<file path="config.mk">
export PLATFORM = sky130hd
export DESIGN_NAME = mul_seq_ctrl
export DESIGN_NICKNAME = d
export VERILOG_FILES = /design/src/rtl/cpu_pkg.sv /design/src/rtl/mul_shift_add_dp.sv /design/src/rtl/mul_seq_ctrl.sv
export SDC_FILE = /design/constraint.sdc
export NUM_CORES = 1
export LEC_CHECK = 0
export BUFFER_PORTS_ARGS = -buffer_cell sky130_fd_sc_hd__buf_4
export CORE_AREA = 2 2 139 141
export CTS_BUF_LIST = sky130_fd_sc_hd__clkbuf_2 sky130_fd_sc_hd__clkbuf_4 sky130_fd_sc_hd__clkbuf_8
export DETAILED_ROUTE_END_ITERATION = 7
export DIE_AREA = 0 0 141 143
export SLEW_MARGIN = 40
export SYNTH_ARGS = -nofsm -noshare
export SYNTH_HDL_FRONTEND = slang
export SYNTH_SLANG_ARGS = --single-unit
</file>
<file path="constraint.sdc">
create_clock -name clk_i -period 2.75 [get_ports clk_i]
set_input_delay 0.1375 -clock clk_i [delete_from_list [all_inputs] [get_ports clk_i]]
set_output_delay 0.1375 -clock clk_i [all_outputs]
set_load 0.02 [all_outputs]
</file>
<file path="src/rtl/cpu_pkg.sv">
// Shared CPU definitions: ALU control / ALUOp encodings and the multiply
// sequencer state type.
package cpu_pkg;

    // ALU control codes driven by the ALU control decode
    localparam logic [2:0] ALU_AND = 3'b000;
    localparam logic [2:0] ALU_OR  = 3'b001;
    localparam logic [2:0] ALU_ADD = 3'b010;
    localparam logic [2:0] ALU_MUL = 3'b011;
    localparam logic [2:0] ALU_SUB = 3'b110;

    // ALUOp from the main decoder
    localparam logic [1:0] ALUOP_ADD   = 2'b00;
    localparam logic [1:0] ALUOP_SUB   = 2'b01;
    localparam logic [1:0] ALUOP_FUNCT = 2'b10;

    // Multiply sequencer states
    typedef enum logic [1:0] {
        IDLE = 2'b00,
        RUN  = 2'b01,
        DONE = 2'b10
    } mul_state_t;

endpackage

</file>
<file path="src/rtl/mul_shift_add_dp.sv">
// Radix-2 shift-add multiply datapath. Holds the accumulator, the shifting
// multiplicand and multiplier; the controller drives load/step.
module mul_shift_add_dp #(
    parameter int WIDTH = 32
) (
    input  logic             clk_i,
    input  logic             rst_i,
    input  logic             load_i,
    input  logic             step_i,
    input  logic [WIDTH-1:0] op_a_i,
    input  logic [WIDTH-1:0] op_b_i,
    output logic [WIDTH-1:0] acc_next_o
);

    logic [WIDTH-1:0] acc;
    logic [WIDTH-1:0] mcand;
    logic [WIDTH-1:0] mplier;

    // Accumulator value after the current iteration; only the low half of
    // the product is ever kept, so the add simply wraps.
    assign acc_next_o = mplier[0] ? (acc + mcand) : acc;

    // Load operands on accept, otherwise advance one bit per step
    always_ff @(posedge clk_i or negedge rst_i) begin
        if (!rst_i) begin
            acc    <= '0;
            mcand  <= '0;
            mplier <= '0;
        end else if (load_i) begin
            acc    <= '0;
            mcand  <= op_a_i;
            mplier <= op_b_i;
        end else if (step_i) begin
            acc    <= acc_next_o;
            mcand  <= mcand << 1;
            mplier <= mplier >> 1;
        end
    end

endmodule

</file>
<file path="src/rtl/mul_seq_ctrl.sv">
// Multi-cycle MUL sequencer for the EX stage: accepts a MUL, stalls the
// pipeline for WIDTH+1 cycles and pulses done_o with the low product half.
module mul_seq_ctrl
    import cpu_pkg::*;
#(
    parameter int WIDTH = 32
) (
    input  logic             clk_i,
    input  logic             rst_i,
    input  logic             mul_valid_i,
    input  logic             flush_i,
    input  logic [WIDTH-1:0] op_a_i,
    input  logic [WIDTH-1:0] op_b_i,
    output logic             stall_o,
    output logic             busy_o,
    output logic             done_o,
    output logic [WIDTH-1:0] result_o
);

    localparam int CNT_W = $clog2(WIDTH) + 1;
    localparam logic [CNT_W-1:0] LAST_CNT = CNT_W'(WIDTH - 1);

    mul_state_t       state;
    logic [CNT_W-1:0] cnt;
    logic             load;
    logic             step;
    logic [WIDTH-1:0] acc_next;

    mul_shift_add_dp #(
        .WIDTH (WIDTH)
    ) u_dp (
        .clk_i      (clk_i),
        .rst_i      (rst_i),
        .load_i     (load),
        .step_i     (step),
        .op_a_i     (op_a_i),
        .op_b_i     (op_b_i),
        .acc_next_o (acc_next)
    );

    assign busy_o = (state != IDLE);

    // Datapath enables and the pipeline hold; the stall must be visible in
    // the accept cycle itself, hence combinational.
    always_comb begin
        load    = 1'b0;
        step    = 1'b0;
        stall_o = 1'b0;
        case (state)
            IDLE: begin
                load    = mul_valid_i & ~flush_i;
                stall_o = mul_valid_i & ~flush_i;
            end
            RUN: begin
                step    = ~flush_i;
                stall_o = ~flush_i;
            end
            default: begin
                load    = 1'b0;
                step    = 1'b0;
                stall_o = 1'b0;
            end
        endcase
    end

    // Sequencer FSM with iteration counter and registered done/result
    always_ff @(posedge clk_i or negedge rst_i) begin
        if (!rst_i) begin
            state    <= IDLE;
            cnt      <= '0;
            done_o   <= 1'b0;
            result_o <= '0;
        end else begin
            case (state)
                IDLE: begin
                    done_o <= 1'b0;
                    if (mul_valid_i && !flush_i) begin
                        cnt   <= '0;
                        state <= RUN;
                    end
                end
                RUN: begin
                    if (flush_i) begin
                        // Squashed: drop the partial product, keep old result
                        state <= IDLE;
                    end else begin
                        cnt <= cnt + 1'b1;
                        if (cnt == LAST_CNT) begin
                            result_o <= acc_next;
                            done_o   <= 1'b1;
                            state    <= DONE;
                        end
                    end
                end
                DONE: begin
                    // Instruction retires this cycle; new MULs wait for IDLE
                    done_o <= 1'b0;
                    state  <= IDLE;
                end
                default: begin
                    done_o <= 1'b0;
                    state  <= IDLE;
                end
            endcase
        end
    end

endmodule

</file>
==> impl_metrics.env <==
export IMPL_yosysWarnings=0
export IMPL_ant_nets=0
export IMPL_ir_drop_v=0.0003718
export IMPL_critPathTopFamily="compound AO/OA/AOI/OAI gates"
export IMPL_grt_pass1_wl_mm=32.20
export IMPL_cp_max_fo=5
export IMPL_chipHeight_um=143
export IMPL_viasPerCell=5.361
export IMPL_netlist_area_sq_um=7337
export IMPL_antenna_cells=0
export IMPL_worst_path_max_delay_cell="dfrtp_1"
export IMPL_cp_endpoint="result_o[28]$_DFFE_PN0P_"
export IMPL_nNetsFinal=1059
export IMPL_met3_usage_pct=4.326
export IMPL_worstReg2RegEnd="result_o[28]$_DFFE_PN0P_"
export IMPL_grt_max_degree=73
export IMPL_synth_area_top_cells="dfrtp_1 (47%), nand2_1 (9.4%), a22oi_1 (6.0%)"
export IMPL_grt_met1_usage_pct=27.68
export IMPL_postSynthCellCount=795
export IMPL_drv_cap=0
export IMPL_arrival_ns=3.00
export IMPL_grt_pass1_vias=6351
export IMPL_grt_util_met2_pct=32.09
export IMPL_cts_tree="done"
export IMPL_h_tree_depth=4
export IMPL_powerDensity_nw_per_um2=724.6
export IMPL_rrSetupSlack_ns=0.1
export IMPL_timing_critical_path_mode_cell="o21ai_1"
export IMPL_regArea_sq_um=3428
export IMPL_synthArstFlopShare_pct=100.0
export IMPL_cts_made_buffers=17
export IMPL_p_leak_nw=4.573
export IMPL_worstSkewPairLatency_ns=0.46
export IMPL_ys_seq_area_share_pct=46.73
export IMPL_drive_gt1_share_pct=20.85
export IMPL_grt_ovfl_total=0
export IMPL_hold_path_class="in -> reg"
export IMPL_postLayoutCoreUtil_pct=51.74
export IMPL_cp_end_kind="flop"
export IMPL_cts_buffer_depth=2
export IMPL_path_depth=10
export IMPL_crit_buf_inv=0
export IMPL_finClkSkew_ns=0.01395
export IMPL_synth_top_area_share_pct=46.73
export IMPL_rr_worst_depth=10
export IMPL_root_buffer="clkbuf_8"
export IMPL_crit_type="reg -> reg"
export IMPL_clock_fmax_ghz=0.3769
export IMPL_startpoint="u_dp.mcand[17]$_DFFE_PN0N_"
export IMPL_crit_chain="ha_1 > a21oi_1 > o211ai_1 > a221oi_2 > nand2_1 > o221ai_2 > o21ai_1 > xnor2_1 > o21ai_1 > mux2_2"
export IMPL_grt_usage_pct=20.00
export IMPL_die_x_um=141
export IMPL_drt_total_wl_mm=19.45
export IMPL_synth_cell_types=70
export IMPL_ys_flop_type="dfrtp_1"
export IMPL_die_area_sq_um=20160
export IMPL_io_pins=103
export IMPL_core_area_sq_um=18580
export IMPL_drcViolationCount=0
export IMPL_dr_pass1_iters=7
export IMPL_fill_cells=1720
export IMPL_status="finished clean"
export IMPL_finalHoldViolCount=0
export IMPL_vias=6449
export IMPL_drv_slew=0
export IMPL_relSlewSlack_pct=48.41
export IMPL_synth_common_cells="nand2_1 (183), dfrtp_1 (137), a22oi_1 (59)"
export IMPL_multiInputGateArea_sq_um=3796
export IMPL_r2r_start="u_dp.mcand[17]$_DFFE_PN0N_"
export IMPL_dp_cells=1106
export IMPL_synth_top_area_cell="dfrtp_1"
export IMPL_ys_seq_elements=137
export IMPL_start_util_pct=39.49
export IMPL_globalplace_congestion=0.8657
export IMPL_std_cell_rows=50
export IMPL_setup_viol_count_final=0
export IMPL_cts_sinks=137
export IMPL_yosysMostFrequentCell="nand2_1"
export IMPL_antenna_found_initial=0
export IMPL_stdcell_count=1203
export IMPL_hpwl_mm=12.78
export IMPL_min_period_over_period_pct=96.48
export IMPL_final_min_clock_period_ns=2.653
export IMPL_port_buffers=102
export IMPL_worstMarginPinSlew_ns=0.7739
export IMPL_drtIter0Drc=319
export IMPL_cts_reportedPaths_clkPinSlew_ns=0.08
export IMPL_area_growth_syn_to_layout_pct=31.04
export IMPL_start_kind="flop"
export IMPL_wire_per_inst_um=16.17
export IMPL_syn_nets=896
export IMPL_syn_avg_cell_area_sq_um=9.229
export IMPL_synth_edf_count=0
export IMPL_crit_required_ns=3.10
export IMPL_cp_slowest_stage_delay_ns=0.40
export IMPL_busiest_layer="met2"
placed cells by master (no fill, tap or decap), drive strengths merged, types with 11 or more instances in the layout:
| cell | instances |
|---|---|
| nand2 | 183 |
| dfrtp | 137 |
| buf | 126 |
| o21ai | 67 |
| dlygate4sd3 | 65 |
| a22oi | 60 |
| nand3 | 36 |
| a21oi | 36 |
| ha | 32 |
| nor2 | 28 |
| clkbuf | 17 |
| xnor2 | 15 |
| xor2 | 15 |
| o21a | 14 |
| a21o | 11 |
| o211ai | 11 |
sequential cells by signal, summed over array words and instances (netlist names):
name and cells:
u_dp.mplier 32, u_dp.mcand 32, cnt 6, state 2, done_o 1, u_dp.acc 32, result_o 32
repair_timing:
item	CTS	global route
gates resized for setup	0	19
setup buffers	0	2
hold endpoints to repair	134	0
hold buffers	65	0
setup endpoints to repair	0	22
cell type report:
type / instances / share of cell area (%)
clock buffers: 17 / 2.434
clock inverters: 13 / 2.121
inverters: 9 / 0.3514
multi-input cells: 602 / 39.48
flip-flops and latches: 137 / 35.66
well taps: 234 / 3.045
repair buffers: 191 / 16.91
kinds of logic after synthesis:
kind of cell / share of synthesized area (%)
AO/OA/AOI/OAI: 22.12
XOR/XNOR: 3.581
adder cells (fa/ha/maj): 5.730
buffers and inverters: 3.274
flip-flops: 46.73
multiplexers: 1.398
AND/OR/NAND/NOR: 17.17
how the worst min path moves through the flow:
stage	end	startpoint	slack [ns]	cells after the start
after detailed placement	u_dp.mcand[14]$_DFFE_PN0N_	rst_i	0.20	1
after floorplan	cnt[0]$_DFFE_PN0P_	rst_i	-0.16	0
after global placement	u_dp.mcand[13]$_DFFE_PN0N_	rst_i	0.21	1
final	cnt[4]$_DFFE_PN0P_	flush_i	0.07	4
after global routing	cnt[4]$_DFFE_PN0P_	flush_i	0.08	4
after CTS	cnt[4]$_DFFE_PN0P_	flush_i	0.05	4
stage by stage:
step                total power [W]  hold WS [ns]  setup TNS [ns]  area (sq um)  setup WS, ns
finish                     0.006967       0.06821               0          9614       0.09673
detailed placement         0.004940        0.2041               0          8402       0.04962
global placement           0.004918        0.2090               0          8402       0.07568
global route               0.007457       0.08093        -0.09413          9614      -0.03606
floorplan                  0.004310       -0.1581               0          7337        0.2462
CTS                        0.006911       0.04761               0          9490       0.03112
power by group:
| group | switching [W] | total (W) | internal (W) |
|---|---|---|---|
| clock | 0.000814 | 0.00188 | 0.00106 |
| combinational | 0.00132 | 0.00236 | 0.00104 |
| sequential | 0.000340 | 0.00273 | 0.00239 |
worst min-delay path: stages:
cell,delay (ns)
buf_4,0.12
nor4_1,0.05
a21oi_1,0.10
o21ai_0,0.08
per-layer routing:
layer  wire length, um  vias up
met3               972       16
met4               223        0
met2              9024      145
met5                 0        -
met1              9227     3116
li1                  -     3172
No activity file was read; power rests on OpenSTA's default activity.
